==> config.mk <==
export PLATFORM = sky130hd
export DESIGN_NAME = seg_scan_decoder
export DESIGN_NICKNAME = d
export VERILOG_FILES = /design/src/rtl/seg_scan_decoder.sv
export SDC_FILE = /design/constraint.sdc
export NUM_CORES = 1
export LEC_CHECK = 0
export CORE_ASPECT_RATIO = 0.8
export CORE_MARGIN = 1.5
export CORE_UTILIZATION = 51
export CTS_BUF_LIST = sky130_fd_sc_hd__clkbuf_8
export DETAILED_ROUTE_END_ITERATION = 16
export PLACE_DENSITY = 0.73
export SYNTH_ARGS = -nofsm -noshare
export SYNTH_HDL_FRONTEND = slang
export SYNTH_SLANG_ARGS = --single-unit
==> constraint.sdc <==
create_clock -name sys_clk -period 7.8 [get_ports sys_clk]
set_input_delay 0.78 -clock sys_clk [delete_from_list [all_inputs] [get_ports sys_clk]]
set_output_delay 0.78 -clock sys_clk [all_outputs]
set_load 0.005 [all_outputs]
==> src/rtl/seg_scan_decoder.sv <==
// seg_scan_decoder: watches the multiplexed 7-segment drive of the display
// and rebuilds the eight shown digits. A digit is accepted only after its
// select/segment pair has held steady long enough to reject scan ghosts.
// Once all eight positions have been seen, the frame is published.
module seg_scan_decoder #(
  parameter int SETTLE  = 4,
  parameter int TIMEOUT = 1_000_000
) (
  input  logic        sys_clk,
  input  logic        sys_rst_n,
  input  logic [7:0]  bit_select,
  input  logic [7:0]  seg_select,
  input  logic        err_clr,
  output logic [31:0] digits,
  output logic [7:0]  blank,
  output logic [7:0]  dp,
  output logic        frame_valid,
  output logic [7:0]  frame_count,
  output logic        err_onehot,
  output logic        err_glyph,
  output logic        stalled
);

  localparam int CNT_W   = $clog2(SETTLE + 1);
  localparam int STALL_W = $clog2(TIMEOUT + 1);
  localparam logic [CNT_W-1:0]   SETTLE_V  = CNT_W'(SETTLE);
  localparam logic [CNT_W-1:0]   CNT_ONE   = CNT_W'(1);
  localparam logic [STALL_W-1:0] TIMEOUT_V = STALL_W'(TIMEOUT);

  typedef enum logic [1:0] {
    S_WAIT   = 2'd0,
    S_STABLE = 2'd1,
    S_HOLD   = 2'd2
  } state_t;

  state_t               r_state;
  logic [15:0]          r_sample;
  logic [CNT_W-1:0]     r_stableCnt;
  logic [31:0]          r_shDigits;
  logic [7:0]           r_shBlank;
  logic [7:0]           r_shDp;
  logic [7:0]           r_seen;
  logic [31:0]          r_digits;
  logic [7:0]           r_blank;
  logic [7:0]           r_dp;
  logic                 r_frameValid;
  logic [7:0]           r_frameCount;
  logic                 r_errOnehot;
  logic                 r_errGlyph;
  logic [STALL_W-1:0]   r_stallCnt;

  logic [15:0]          w_bus;
  logic                 w_changed;
  logic [CNT_W-1:0]     w_cntNext;
  logic                 w_eval;
  logic [7:0]           w_selInv;
  logic [7:0]           w_segInv;
  logic                 w_selNone;
  logic                 w_selOneHot;
  logic [2:0]           w_digitIdx;
  logic [3:0]           w_glyphNib;
  logic                 w_glyphHit;
  logic                 w_glyphBlank;
  logic                 w_capture;
  logic                 w_setErrOnehot;
  logic                 w_setErrGlyph;
  logic [31:0]          w_shDigitsNext;
  logic [7:0]           w_shBlankNext;
  logic [7:0]           w_shDpNext;
  logic [7:0]           w_seenNext;
  logic                 w_frameDone;

  assign w_bus    = {bit_select, seg_select};
  assign w_selInv = ~bit_select;
  assign w_segInv = ~seg_select;

  // Stability counter: restarts at one on any input change, saturates at SETTLE
  always_comb begin
    w_changed = (w_bus != r_sample);
    if (w_changed) begin
      w_cntNext = CNT_ONE;
    end else if (r_stableCnt >= SETTLE_V) begin
      w_cntNext = SETTLE_V;
    end else begin
      w_cntNext = r_stableCnt + CNT_ONE;
    end
    w_eval = (r_state == S_WAIT) && !w_changed && (w_cntNext == SETTLE_V);
  end

  // Classify the active-low select bus and locate the selected digit
  always_comb begin
    w_selNone   = (w_selInv == 8'h00);
    w_selOneHot = !w_selNone && ((w_selInv & (w_selInv - 8'd1)) == 8'h00);
    w_digitIdx  = 3'd0;
    for (int k = 0; k < 8; k++) begin
      if (w_selInv[k]) begin
        w_digitIdx = 3'(k);
      end
    end
  end

  // Map the lit segments g..a back to a hex nibble; all-dark is a blank digit
  always_comb begin
    w_glyphNib   = 4'h0;
    w_glyphHit   = 1'b1;
    w_glyphBlank = 1'b0;
    case (w_segInv[6:0])
      7'h3F: w_glyphNib = 4'h0;
      7'h06: w_glyphNib = 4'h1;
      7'h5B: w_glyphNib = 4'h2;
      7'h4F: w_glyphNib = 4'h3;
      7'h66: w_glyphNib = 4'h4;
      7'h6D: w_glyphNib = 4'h5;
      7'h7D: w_glyphNib = 4'h6;
      7'h07: w_glyphNib = 4'h7;
      7'h7F: w_glyphNib = 4'h8;
      7'h6F: w_glyphNib = 4'h9;
      7'h77: w_glyphNib = 4'hA;
      7'h7C: w_glyphNib = 4'hB;
      7'h39: w_glyphNib = 4'hC;
      7'h5E: w_glyphNib = 4'hD;
      7'h79: w_glyphNib = 4'hE;
      7'h71: w_glyphNib = 4'hF;
      7'h00: begin
        w_glyphHit   = 1'b0;
        w_glyphBlank = 1'b1;
      end
      default: w_glyphHit = 1'b0;
    endcase
  end

  // Merge this cycle's capture into the shadow frame and detect completion
  always_comb begin
    w_capture      = w_eval && w_selOneHot;
    w_setErrOnehot = w_eval && !w_selNone && !w_selOneHot;
    w_setErrGlyph  = w_capture && !w_glyphHit && !w_glyphBlank;
    w_shDigitsNext = r_shDigits;
    w_shBlankNext  = r_shBlank;
    w_shDpNext     = r_shDp;
    w_seenNext     = r_seen;
    if (w_capture) begin
      w_shDigitsNext[{w_digitIdx, 2'b00} +: 4] = w_glyphNib;
      w_shBlankNext[w_digitIdx]                = w_glyphBlank;
      w_shDpNext[w_digitIdx]                   = w_segInv[7];
      w_seenNext[w_digitIdx]                   = 1'b1;
    end
    w_frameDone = w_capture && (w_seenNext == 8'hFF);
  end

  // Input sampler and scan FSM: wait for settling, evaluate once, hold until change
  always_ff @(posedge sys_clk or negedge sys_rst_n) begin
    if (!sys_rst_n) begin
      r_sample    <= 16'h0000;
      r_stableCnt <= '0;
      r_state     <= S_WAIT;
    end else begin
      r_sample    <= w_bus;
      r_stableCnt <= w_cntNext;
      if (w_changed) begin
        r_state <= S_WAIT;
      end else begin
        case (r_state)
          S_WAIT:   if (w_eval) r_state <= S_STABLE;
          S_STABLE: r_state <= S_HOLD;
          S_HOLD:   r_state <= S_HOLD;
          default:  r_state <= S_WAIT;
        endcase
      end
    end
  end

  // Shadow frame and seen mask; the mask restarts once a frame is published
  always_ff @(posedge sys_clk or negedge sys_rst_n) begin
    if (!sys_rst_n) begin
      r_shDigits <= 32'h0;
      r_shBlank  <= 8'h00;
      r_shDp     <= 8'h00;
      r_seen     <= 8'h00;
    end else begin
      r_shDigits <= w_shDigitsNext;
      r_shBlank  <= w_shBlankNext;
      r_shDp     <= w_shDpNext;
      r_seen     <= w_frameDone ? 8'h00 : w_seenNext;
    end
  end

  // Published frame registers and the one-cycle frame_valid strobe
  always_ff @(posedge sys_clk or negedge sys_rst_n) begin
    if (!sys_rst_n) begin
      r_digits     <= 32'h0;
      r_blank      <= 8'h00;
      r_dp         <= 8'h00;
      r_frameCount <= 8'h00;
      r_frameValid <= 1'b0;
    end else begin
      r_frameValid <= w_frameDone;
      if (w_frameDone) begin
        r_digits     <= w_shDigitsNext;
        r_blank      <= w_shBlankNext;
        r_dp         <= w_shDpNext;
        r_frameCount <= r_frameCount + 8'd1;
      end
    end
  end

  // Sticky error flags; a fresh detection beats a simultaneous clear
  always_ff @(posedge sys_clk or negedge sys_rst_n) begin
    if (!sys_rst_n) begin
      r_errOnehot <= 1'b0;
      r_errGlyph  <= 1'b0;
    end else begin
      if (w_setErrOnehot) begin
        r_errOnehot <= 1'b1;
      end else if (err_clr) begin
        r_errOnehot <= 1'b0;
      end
      if (w_setErrGlyph) begin
        r_errGlyph <= 1'b1;
      end else if (err_clr) begin
        r_errGlyph <= 1'b0;
      end
    end
  end

  // Cycles since the last accepted digit, saturating at the stall threshold
  always_ff @(posedge sys_clk or negedge sys_rst_n) begin
    if (!sys_rst_n) begin
      r_stallCnt <= '0;
    end else if (w_capture) begin
      r_stallCnt <= '0;
    end else if (r_stallCnt < TIMEOUT_V) begin
      r_stallCnt <= r_stallCnt + 1'b1;
    end
  end

  assign digits      = r_digits;
  assign blank       = r_blank;
  assign dp          = r_dp;
  assign frame_valid = r_frameValid;
  assign frame_count = r_frameCount;
  assign err_onehot  = r_errOnehot;
  assign err_glyph   = r_errGlyph;
  assign stalled     = (r_stallCnt >= TIMEOUT_V);

endmodule

==> out/results.md <==
### STA
• relative max-transition margin: 0.252
• transition time of the tightest slew-check pin: 1.12 ns
• maximum clock skew at final layout: 0.0146 ns
• final slew viol count: 0
• number of endpoints failing setup at the final stage: 0
• Fmax achieved: 0.223 GHz
• final worst path period need: 4.49 ns
• unrepaired setup endpoints after global routing: no
• portion of the clock cycle consumed by the worst path in the final layout: 0.576
• setup TNS: 0 ns
• Final Hold Viols: 0

### Synth
• synthesized cell area: 0.00721 sq mm
• instance count of the mapped netlist: 624
• flip-flop and latch count after synthesis: 156
• main combinational cell family by area after synthesis: multiplexers
• total nets after synthesis: 651
• cell with the most instances after synthesis: sky130_fd_sc_hd__dfrtp_1
• area share of the leading cell type in the synthesized netlist: 0.542
• complex-gate fraction of the synthesized area: 0.0651
• Mapped Avg Cell Area: 11.5 sq um
• sequential-to-total area share from yosys stat: 0.542
• Most used DFF post-synth: sky130_fd_sc_hd__dfrtp_1
• Synth Area in Simple Gates: 0.143
• total number of yosys warnings: 0
• cell types with the largest area share after synthesis: sky130_fd_sc_hd__dfrtp_1, sky130_fd_sc_hd__mux2_2, sky130_fd_sc_hd__xor2_1
• number of unique standard cell types used by synthesis: 55
• xor/xnor share of the synthesized area: 0.0511
• post-synthesis adder-cell area fraction: 0.0139
• proportion of register bits with asynchronous set or reset after synthesis: 1.00
• number of flops mapped to enable cells by yosys: 0
• most numerous cell types in the synthesized netlist: sky130_fd_sc_hd__dfrtp_1, sky130_fd_sc_hd__mux2_2, sky130_fd_sc_hd__nor2_1
• Synth area leader: sky130_fd_sc_hd__dfrtp_1
• share of cell area taken by muxes after synthesis: 0.152

### Critical path
• CP Max Fanout: 58
• required time of the worst setup path: 8.14 ns
• worst reg2reg startpoint: r_stableCnt[0]$_DFF_PN0_
• endpoint type of the worst setup path: flip-flop
• Worst Setup Path Type: in2reg
• Setup crit start kind: input port
• worst setup path startpoint: bit_select[5]
• CP Data Arrival Time: 4.83 ns

### Die
• floorplan die width: 136 um
• effective utilization at floorplan: 0.526
• io pins: 79
• number of rows created at floorplan: 38
• die area: 0.0149 sq mm
• overall die height: 109 um
• Floorplan Core Area: 0.0137 sq mm

### Route
• wl on met1: 7.27 mm
• via count normalized by instance count: 5.64
• final WL: 15.4 mm
• First-pass DRT Iterations: 5
• Via Count: 4993
• amount of wire on met3 after detailed routing: 804 um
• DRC viols: 0
• top sig layer: met4
• per-cell routed wire length: 17.3 um
• number of nets with antenna violations after detailed routing: 0
• detailed router's first-iteration violation count: 469
• met2 routed WL: 7.08 mm

### Clock tree
• Clock Tree Buf Depth: 2
• number of clock sinks: 156
• number of clock buffers inserted by TritonCTS: 17
• Worst-Skew Late Latency: 0.45 ns
• clock tree from TritonCTS: built
• number of buffers added for setup after CTS: 0
• count of cells resized by post-cts repair: 0
• clock tree root driver cell: sky130_fd_sc_hd__clkbuf_8
• count of hold-fix buffers inserted at cts: 0
• H-tree level count: 4
• clock edge transition at the registers on the reported setup and hold paths: 0.09 ns

### Place
• estimated wirelength of the detail-placed design: 10.4 mm
• number of instances in the placed design: 853
• port buffer count: 78
• routability cong.: 0.840

### Power
• power share of the clock group: 0.397
• fraction of power consumed by combinational cells: 0.051
• IR drop worst, VDD: 0.110 mV
• switching component of the power: 372 uW
• ratio of total power to cell area: 174 mW/mm^2
• static leakage power: 3.83 nW
• part of the power in registers: 0.552
• Int Power: 1.10 mW
• switching share of total power: 0.252

### Cells and area
• diode count: 0
• footprint of the flip-flops and latches: 0.00390 sq mm
• Area growth syn-to-layout: 17.5%
• share of post-route cells with drive strength above 1: 0.191
• layout filler cell count: 1090
• multi-input logic area: 0.00306 sq mm
• non-filler instance count after layout: 885
• final layout net count: 719

### Global routing
• number of global-route vias before repair: 4970
• antenna violations before repair: 0
• remaining global-route overflow: 0
• wire length of the first global-routing pass: 25.4 mm
• maximum number of pins on one net before global-route repair: 93
• overall fraction of global-route tracks in use: 0.221

### Hold path
• Worst Hold Class: in2async

### Status
• outcome: complete, no violations

### Run
• number of maximum-capacitance violations: 0

-- layout by cell type, fill, tap and decap left out, types with 6 or more instances in the layout --
cell type	instances
sky130_fd_sc_hd__and3_1	6
sky130_fd_sc_hd__mux2_1	11
sky130_fd_sc_hd__ha_1	8
sky130_fd_sc_hd__a2111oi_0	8
sky130_fd_sc_hd__nor2_1	47
sky130_fd_sc_hd__xnor2_1	9
sky130_fd_sc_hd__clkbuf_8	18
sky130_fd_sc_hd__or2_2	6
sky130_fd_sc_hd__dfrtp_1	156
sky130_fd_sc_hd__a21oi_1	24
sky130_fd_sc_hd__clkdlybuf4s50_1	77
sky130_fd_sc_hd__nor3_1	23
sky130_fd_sc_hd__nor4_1	13
sky130_fd_sc_hd__o21ai_0	7
sky130_fd_sc_hd__nand3_1	20
sky130_fd_sc_hd__nand2_1	40
sky130_fd_sc_hd__nand4_1	8
sky130_fd_sc_hd__mux2_2	86
sky130_fd_sc_hd__inv_1	21
sky130_fd_sc_hd__xor2_1	33
-- logic make-up (layout without fill, tap and decap cells) --
logic type	Yosys count	in the layout
xor+xnor	42	42
compound gates	67	67
flops	156	156
mux	97	97
fa+ha+maj	8	8
simple gates	200	200
buf+inv	54	135
-- metal layers --
metal  vias to the layer above  track usage
met5                         -            0
met4                         0       0.0707
met3                        14       0.0452
met2                       148        0.339
met1                      2490        0.319
li1                       2341            -
-- stage by stage --
| step | setup WS (ns) | util | power [mW] | area (sq um) | hold WS, ns |
|---|---|---|---|---|---|
| finish | 3.31 | 0.618 | 1.48 | 8470 | 0.296 |
| global route | 3.18 | 0.618 | 1.53 | 8470 | 0.341 |
| CTS | 3.40 | 0.618 | 1.49 | 8470 | 0.304 |
| detailed placement | 2.95 | 0.590 | 0.906 | 8080 | 0.462 |
| global placement | 3.09 | 0.590 | 0.903 | 8080 | 0.459 |
| floorplan | 4.08 | - | 0.867 | 7210 | 0.450 |
-- power by group through the flow --
stage	Clock [mW]	Sequential, mW	Combinational, mW
floorplan	0	0.830	0.0370
global placement	0	0.830	0.0727
detailed placement	0	0.830	0.0755
CTS	0.600	0.814	0.0759
global route	0.633	0.814	0.0851
finish	0.586	0.814	0.0758
-- registers in the layout (all words and copies together), names as in the netlist, 16 cells and up --
signal      flops
r_sample       16
digits         32
r_shDigits     32
r_stallCnt     20
-- worst max-delay path, cell delays in order --
cell and delay, ns:
sky130_fd_sc_hd__clkdlybuf4s50_1 0.80, sky130_fd_sc_hd__nand4_1 0.17, sky130_fd_sc_hd__a211o_1 0.36, sky130_fd_sc_hd__or4_1 0.75, sky130_fd_sc_hd__or3_1 0.58, sky130_fd_sc_hd__a211oi_4 0.28
sky130_fd_sc_hd__buf_4 0.63, sky130_fd_sc_hd__mux2_2 0.42
-- worst paths after layout --
path | end | slack, ns | cells past startpoint
min | r_shDigits[3]$_DFF_PN0_ | 0.30 | 1
min reg2reg | frame_count[7]$_DFFE_PN0P_ | 0.47 | 1
max in group asynchronous | r_stallCnt[9]$_DFFE_PN0P_ | 5.97 | 2
min in group sys_clk | frame_count[7]$_DFFE_PN0P_ | 0.47 | 1
max | digits[8]$_DFFE_PN0P_ | 3.31 | 8
max reg2reg | digits[8]$_DFFE_PN0P_ | 3.74 | 9
-- layout make-up --
| type | count | share of cell area |
|---|---|---|
| repair buffers | 82 | 0.0959 |
| clock inverters | 14 | 0.0161 |
| multi-input cells | 414 | 0.362 |
| flip-flops and latches | 156 | 0.461 |
| well taps | 180 | 0.0266 |
| clock buffers | 18 | 0.0293 |
| inverters | 21 | 0.00931 |
Note: power is estimated with default switching activity, not from simulation.
